$ cat src/rtl/nv_ram_fifo_ctrl_512x32_pkg.sv
// Shared sizing defaults and pointer helper for the 512x32 RAM FIFO controller.
package nv_ram_fifo_ctrl_512x32_pkg;

    localparam int FIFO_DEPTH = 512;
    localparam int FIFO_AW    = 9;
    localparam int FIFO_DW    = 32;

    // Advance a circular RAM pointer, wrapping depth-1 back to 0.
    function automatic int unsigned ptr_inc(input int unsigned ptr, input int unsigned depth);
        return (ptr == depth - 1) ? 0 : ptr + 1;
    endfunction

endpackage

$ cat src/rtl/nv_ram_fifo_ctrl_512x32.sv
// FIFO controller for an external 512x32 two-port RAM with a registered read
// address. The RAM's one-cycle read latency is hidden by prefetching the next
// entry into the RAM read-address register, so rd_pd comes straight from
// ram_dout. Optional status outputs (fifo_count, fifo_hwm, hwm_clr) are built
// when NV_RAM_FIFO_CTRL_STATUS_EN is defined.
module nv_ram_fifo_ctrl_512x32
    import nv_ram_fifo_ctrl_512x32_pkg::*;
#(
    parameter int DEPTH = FIFO_DEPTH,
    parameter int AW    = FIFO_AW,
    parameter int DW    = FIFO_DW
) (
    input  logic          nvdla_core_clk,
    input  logic          nvdla_core_rstn,
    input  logic          wr_pvld,
    output logic          wr_prdy,
    input  logic [DW-1:0] wr_pd,
    output logic          rd_pvld,
    input  logic          rd_prdy,
    output logic [DW-1:0] rd_pd,
    output logic [AW-1:0] ram_wa,
    output logic          ram_we,
    output logic [DW-1:0] ram_di,
    output logic [AW-1:0] ram_ra,
    output logic          ram_re,
    input  logic [DW-1:0] ram_dout,
    input  logic [31:0]   pwrbus_ram_pd,
`ifdef NV_RAM_FIFO_CTRL_STATUS_EN
    output logic [AW:0]   fifo_count,
    output logic [AW:0]   fifo_hwm,
    input  logic          hwm_clr,
`endif
    output logic [31:0]   ram_pwrbus_ram_pd
);

    logic [AW-1:0] wr_ptr_q, wr_ptr_d;
    logic [AW-1:0] rd_ptr_q, rd_ptr_d;
    logic [AW:0]   count_q, count_d;
    logic          out_vld_q, out_vld_d;
    logic [AW:0]   pending;
    logic          push;
    logic          pop;

    // Handshakes, RAM port drive and next-state for pointers, count and output valid.
    always_comb begin
        // NOTE: every always_comb output gets a default first so no path can infer a latch.
        wr_ptr_d  = wr_ptr_q;
        rd_ptr_d  = rd_ptr_q;
        count_d   = count_q;

        // Full is judged on the registered count, so a pop while full frees a slot only next cycle.
        wr_prdy   = (count_q != (AW+1)'(DEPTH));
        push      = wr_pvld & wr_prdy;
        pop       = out_vld_q & rd_prdy;

        // Entries sitting in RAM that have not been fetched; the held output still counts as occupied.
        pending   = count_q - {{AW{1'b0}}, out_vld_q};
        // Fetch only when the output slot is free or being drained; this keeps rd_pd stable on a stall.
        ram_re    = (pending != '0) & (~out_vld_q | rd_prdy);
        ram_ra    = rd_ptr_q;

        ram_we    = push;
        ram_wa    = wr_ptr_q;
        ram_di    = wr_pd;

        rd_pvld   = out_vld_q;
        rd_pd     = ram_dout;
        out_vld_d = ram_re | (out_vld_q & ~rd_prdy);

        if (push) begin
            wr_ptr_d = AW'(ptr_inc(32'(wr_ptr_q), DEPTH));
        end
        if (ram_re) begin
            rd_ptr_d = AW'(ptr_inc(32'(rd_ptr_q), DEPTH));
        end

        unique case ({push, pop})
            2'b10:   count_d = count_q + {{AW{1'b0}}, 1'b1};
            2'b01:   count_d = count_q - {{AW{1'b0}}, 1'b1};
            default: count_d = count_q;
        endcase
    end

    // Controller state registers; reset discards every entry including the held output.
    always_ff @(posedge nvdla_core_clk or negedge nvdla_core_rstn) begin
        if (!nvdla_core_rstn) begin
            wr_ptr_q  <= '0;
            rd_ptr_q  <= '0;
            count_q   <= '0;
            out_vld_q <= 1'b0;
        end else begin
            // NOTE: sequential state uses non-blocking assignments so all flops update from pre-edge values.
            wr_ptr_q  <= wr_ptr_d;
            rd_ptr_q  <= rd_ptr_d;
            count_q   <= count_d;
            out_vld_q <= out_vld_d;
        end
    end

    assign ram_pwrbus_ram_pd = pwrbus_ram_pd;

`ifdef NV_RAM_FIFO_CTRL_STATUS_EN
    logic [AW:0] hwm_q, hwm_d;

    // High-water mark tracks the largest registered count; hwm_clr restarts it from the current count.
    always_comb begin
        hwm_d = hwm_q;
        if (hwm_clr) begin
            hwm_d = count_q;
        end else if (count_q > hwm_q) begin
            hwm_d = count_q;
        end
    end

    // High-water mark register.
    always_ff @(posedge nvdla_core_clk or negedge nvdla_core_rstn) begin
        if (!nvdla_core_rstn) begin
            hwm_q <= '0;
        end else begin
            hwm_q <= hwm_d;
        end
    end

    assign fifo_count = count_q;
    assign fifo_hwm   = hwm_q;
`endif

endmodule

$ cat config.mk
export PLATFORM = sky130hd
export DESIGN_NAME = nv_ram_fifo_ctrl_512x32
export DESIGN_NICKNAME = d
export VERILOG_FILES = /design/src/rtl/nv_ram_fifo_ctrl_512x32_pkg.sv /design/src/rtl/nv_ram_fifo_ctrl_512x32.sv
export SDC_FILE = /design/constraint.sdc
export NUM_CORES = 1
export LEC_CHECK = 0
export ABC_CLOCK_PERIOD_IN_PS = 10200
export CORE_UTILIZATION = 35
export DETAILED_ROUTE_END_ITERATION = 10
export HOLD_SLACK_MARGIN = 0.06
export PLACE_DENSITY_LB_ADDON = 0.25
export SLEW_MARGIN = 20
export SYNTH_ARGS = -nofsm -noshare
export SYNTH_HDL_FRONTEND = slang
export SYNTH_SLANG_ARGS = --single-unit
export TNS_END_PERCENT = 50
$ cat constraint.sdc
create_clock -name nvdla_core_clk -period 10.2 [get_ports nvdla_core_clk]
set_input_delay 3.06 -clock nvdla_core_clk [delete_from_list [all_inputs] [get_ports nvdla_core_clk]]
set_output_delay 3.06 -clock nvdla_core_clk [all_outputs]
set_load 0.05 [all_outputs]
## After elaboration in Yosys (flattened, before gate mapping)

Cells that the tools add are included.

| cells by class | value |
|---|---|
| reduce and logical (&&, ||, !) cells | 2 |
| multiplexer cells | 3 |
| $add $sub $neg | 5 |
| equal/unequal tests | 5 |
| bitwise gates (word level) | 8 |

Operators by type and width:

| cell | count |
|---|---|
| $pmux W10 S2 | 1 |
| $add A9 B1 Y9 const B | 2 |
| $eq A9 B9 Y1 const B | 2 |
| $mux W9 | 2 |
| $add A10 B1 Y10 const B | 1 |
| $ne A10 B10 Y1 const B | 1 |
| $reduce_bool A10 Y1 | 1 |
| $sub A10 B1 Y10 | 1 |
| $sub A10 B1 Y10 const B | 1 |
| $and A1 B1 Y1 | 4 |
| $eq A2 B1 Y1 const B | 1 |
| $eq A2 B2 Y1 const B | 1 |
| $not A1 Y1 | 2 |
| $or A1 B1 Y1 | 2 |
| $reduce_bool A2 Y1 | 1 |

| word-level totals | value |
|---|---|
| register bits after elaboration | 29 |
| output and inout port bits | 118 |

## Longest topological paths before layout

| logic depth | value |
|---|---|
| depth in word-level cells | 4 |
| gate-level depth with buffers | 12 |
| mapped depth without buffers | 11 |

## Worst setup path before layout

Ideal clock, no wire load.

| timing | value |
|---|---|
| path kind | input to output |
| start point | in wr_pvld |
| end point | out ram_we |
| setup slack | 3.369 ns |
| stages | 4 |
| data arrival time | 3.771 ns |
| cell sequence | inv_1 a31o_2 buf_2 inv_1 |

| between the ends | value |
|---|---|
| cells in the longest elaborated chain, start to end | 1 |

RTL lines:

| element | RTL line | source |
|---|---|---|
| from (decl) | nv_ram_fifo_ctrl_512x32.sv:15 | `input logic wr_pvld,` |
| $and A1 B1 Y1 | nv_ram_fifo_ctrl_512x32.sv:53 | `push = wr_pvld & wr_prdy;` |
| to (decl) | nv_ram_fifo_ctrl_512x32.sv:22 | `output logic ram_we,` |

No other way between the ends.

## Worst setup path in the final report

| timing | value |
|---|---|
| start point | in rd_prdy |
| end point | out ram_re |

| between the ends | value |
|---|---|
| cells in the longest elaborated chain, start to end | 2 |

RTL lines:

| element | RTL line | source |
|---|---|---|
| from (decl) | nv_ram_fifo_ctrl_512x32.sv:19 | `input logic rd_prdy,` |
| $or A1 B1 Y1 | nv_ram_fifo_ctrl_512x32.sv:59 | `ram_re = (pending != '0) & (~out_vld_q \| rd_prdy);` |
| $and A1 B1 Y1 | nv_ram_fifo_ctrl_512x32.sv:59 |  |
| to (decl) | nv_ram_fifo_ctrl_512x32.sv:25 | `output logic ram_re,` |

No other way between the ends.

==> run summary <==
Status: finished, final reports clean
Worst-Margin Slew: 0.644 ns
Final Hold Viols: 0
CTS Buf Count: 5
Ys async rst share: 100%
Syn Std Cell Area: 2560 um2
Seq cells post-synth: 29
Post-DRT Antenna Nets: 0
Final wirelength: 4400 um
Setup violators final: 0
Die X-Extent: 87.6 um
RSZ-0062 raised after global routing: no
Final WS setup: 2.42 ns
Worst path required time: 7.14 ns
DIE AREA: 7670 um2
Tot Pwr: 0.704 mW
Starting DRT DRC Count: 62
IO Pins: 218
Post-DP HPWL: 3150 um
Placed insts: 319
Worst Setup Start Kind: primary input
Worst vdd ir: 0.126 mV
Congestion Overflow GR: 0
HP Class: register to register
Diode count: 0
Avg Inst Size Synth: 8.58 um2
Post-route insts no fill: 327
Yosys warnings: 0
Final #Nets: 345
Pre-CTS WS: 2.39 ns
Max Cap Violations: 0
Initial Util: 36.9%
Final TNS setup: 0 ns
Final Cycle Share: 76.3%
Clock Skew: 0.00545 ns
Vias per cell: 5.05
H-tree levels: 2
I/O Buffers: 25
Number of setup buffers added after CTS: 0
Most frequent CP cell: clkdlybuf4s50_1
Largest net degree at the start of global routing: 30
CTS Buffer Depth: 2
Routability cong.: 0.764
Post-route DRC: 0
Die Y: 87.6 um
Core area: 6940 um2
CP Buf/Inv Count: 3
Worst Path Arrival: 4.72 ns
Cells after Synth: 299
Drt first pass iters: 4
Worst path cell trace: clkdlybuf4s50_1 > nand2b_1 > nand2b_2 > inv_1 > clkdlybuf4s50_1
Worst-path clk slew: 0.07 ns
Fraction of layout cells with a size suffix above 1: 6.93%
Max Clk Rate: 0.128 GHz
Leak: 0.945 nW
Crit-path max cell delay: 0.79 ns
Max FO, Critical Path: 12
First-pass GRT wire length: 7490 um
Initial antenna violation count: 0
Syn Nets: 414
Distinct cells, synth: 45
DR vias: 1651
Largest delay contributor family on the critical path: buffers and inverters
Slowest stage cell, crit path: clkdlybuf4s50_1
Slew margin rel.: 57.1%
Ys flop type: dfrtp_1
Crit path kind: primary input to primary output
Gr usage total: 12.4%
Worst setup EP type: primary output
Cell area power density: 310 nW/um2
Site Rows: 30
Clk sinks: 29
Sequential share of the synthesized area: 28.3%
Post-CTS Hold Fix Bufs: 0
Clk root buf: clkbuf_8
Cts repair resizes: 0
Final Slew Violations: 0
Area delta synth->final: -11.6%
Worst skew pair latency: 0.28 ns
Post-synth EDFFs: 0
Per-cell routed wire length: 13.4 um
Vias in the first global route: 1547
CTS tree: done
Fin crit period: 7.78 ns
-- worst paths after layout --
check | from | endpoint | slack (ns) | depth (start not counted)
setup / recovery | rd_prdy | ram_re | 2.42 | 5
hold / removal | ram_ra[7] | ram_ra[7] | 0.50 | 1
setup reg to reg | count_q[5] | count_q[9] | 6.44 | 10
hold reg to reg | ram_ra[7] | ram_ra[7] | 0.50 | 1
max in group asynchronous | nvdla_core_rstn | count_q[8] | 6.74 | 2
min in group asynchronous | nvdla_core_rstn | ram_ra[3] | 3.18 | 2
-- cell usage after synthesis, drive strengths merged, types with 3 or more instances --
cell type,number,area share (%)
and3,6,1.5
nor2,16,2.3
o31ai,7,2.0
nand2,17,2.5
dfrtp,29,28
o21a,3,0.88
o21ai,29,5.7
a21o,3,0.88
buf,101,29
inv,8,1.2
nand2b,11,2.8
xor2,5,1.7
a31oi,5,1.2
ha,14,6.8
nand3,7,1.4
a21oi,7,1.4
-- report_power, final --
part           switching [mW]  internal (mW)  leakage [nW]
Clock                  0.0460         0.0473        0.0450
Combinational           0.237          0.144         0.554
Sequential             0.0622          0.167         0.346
Total                   0.345          0.359         0.945
-- cell usage in the layout (no fill, tap or decap), types with 2 or more instances in the layout --
| master | count |
|---|---|
| nor2b_1 | 2 |
| clkinv_2 | 2 |
| nor3_1 | 2 |
| o21ai_0 | 25 |
| o31ai_1 | 7 |
| nand2b_1 | 10 |
| a21oi_1 | 7 |
| or2_2 | 2 |
| a31oi_1 | 5 |
| clkdlybuf4s50_1 | 25 |
| o41ai_1 | 2 |
| nor2_1 | 16 |
| nand3_1 | 7 |
| mux2_2 | 2 |
| dfrtp_1 | 29 |
| o21ai_1 | 4 |
| ha_1 | 14 |
| a211oi_1 | 2 |
| o21a_1 | 3 |
| inv_1 | 8 |
| xor2_1 | 5 |
| nand4_1 | 2 |
| a21o_1 | 3 |
| nand2_1 | 17 |
| clkbuf_8 | 5 |
| and3_1 | 6 |
-- per-layer routing --
layer / GRT usage [%] / up-vias / part of all wire [%]
met5: 0 / - / 0
li1: - / 799 / -
met4: 4.02 / 0 / 1.4
met2: 18.8 / 71 / 45
met1: 16.2 / 759 / 47
met3: 4.62 / 22 / 7.2
-- per-stage QoR --
step / hold WS [ns] / area, um2 / utilization (%)
after floorplan: 0.470 / 2560 / -
after global placement: 0.495 / 2190 / 31.5
after detailed placement: 0.494 / 2190 / 31.5
after CTS: 0.504 / 2270 / 32.7
after global routing: 0.530 / 2270 / 32.7
final: 0.503 / 2270 / 32.7
-- registers in the layout (all words and copies together) (netlist names) --
register  cells
ram_ra        9
rd_pvld       1
ram_wa        9
count_q      10
-- cells by family (layout without fill, tap and decap cells) --
group	Yosys count	after routing	synth area share [%]
simple gates	70	70	14.0
compound gates	67	67	16.5
buf+inv	110	42	30.7
fa+ha+maj	15	15	7.61
mux	2	2	0.878
flops	29	29	28.3
xor+xnor	6	6	2.05
-- area by class of cell --
type | instances | area [um2]
Fill cell | 739 | 4680
Clock buffer | 6 | 72.6
Clock inverter | 2 | 10.0
Timing Repair Buffer | 26 | 258
Inverter | 8 | 30.0
Sequential cell | 29 | 726
Tap cell | 96 | 120
Multi-Input combinational cell | 160 | 1050
Power figures use the tool's default switching activity.
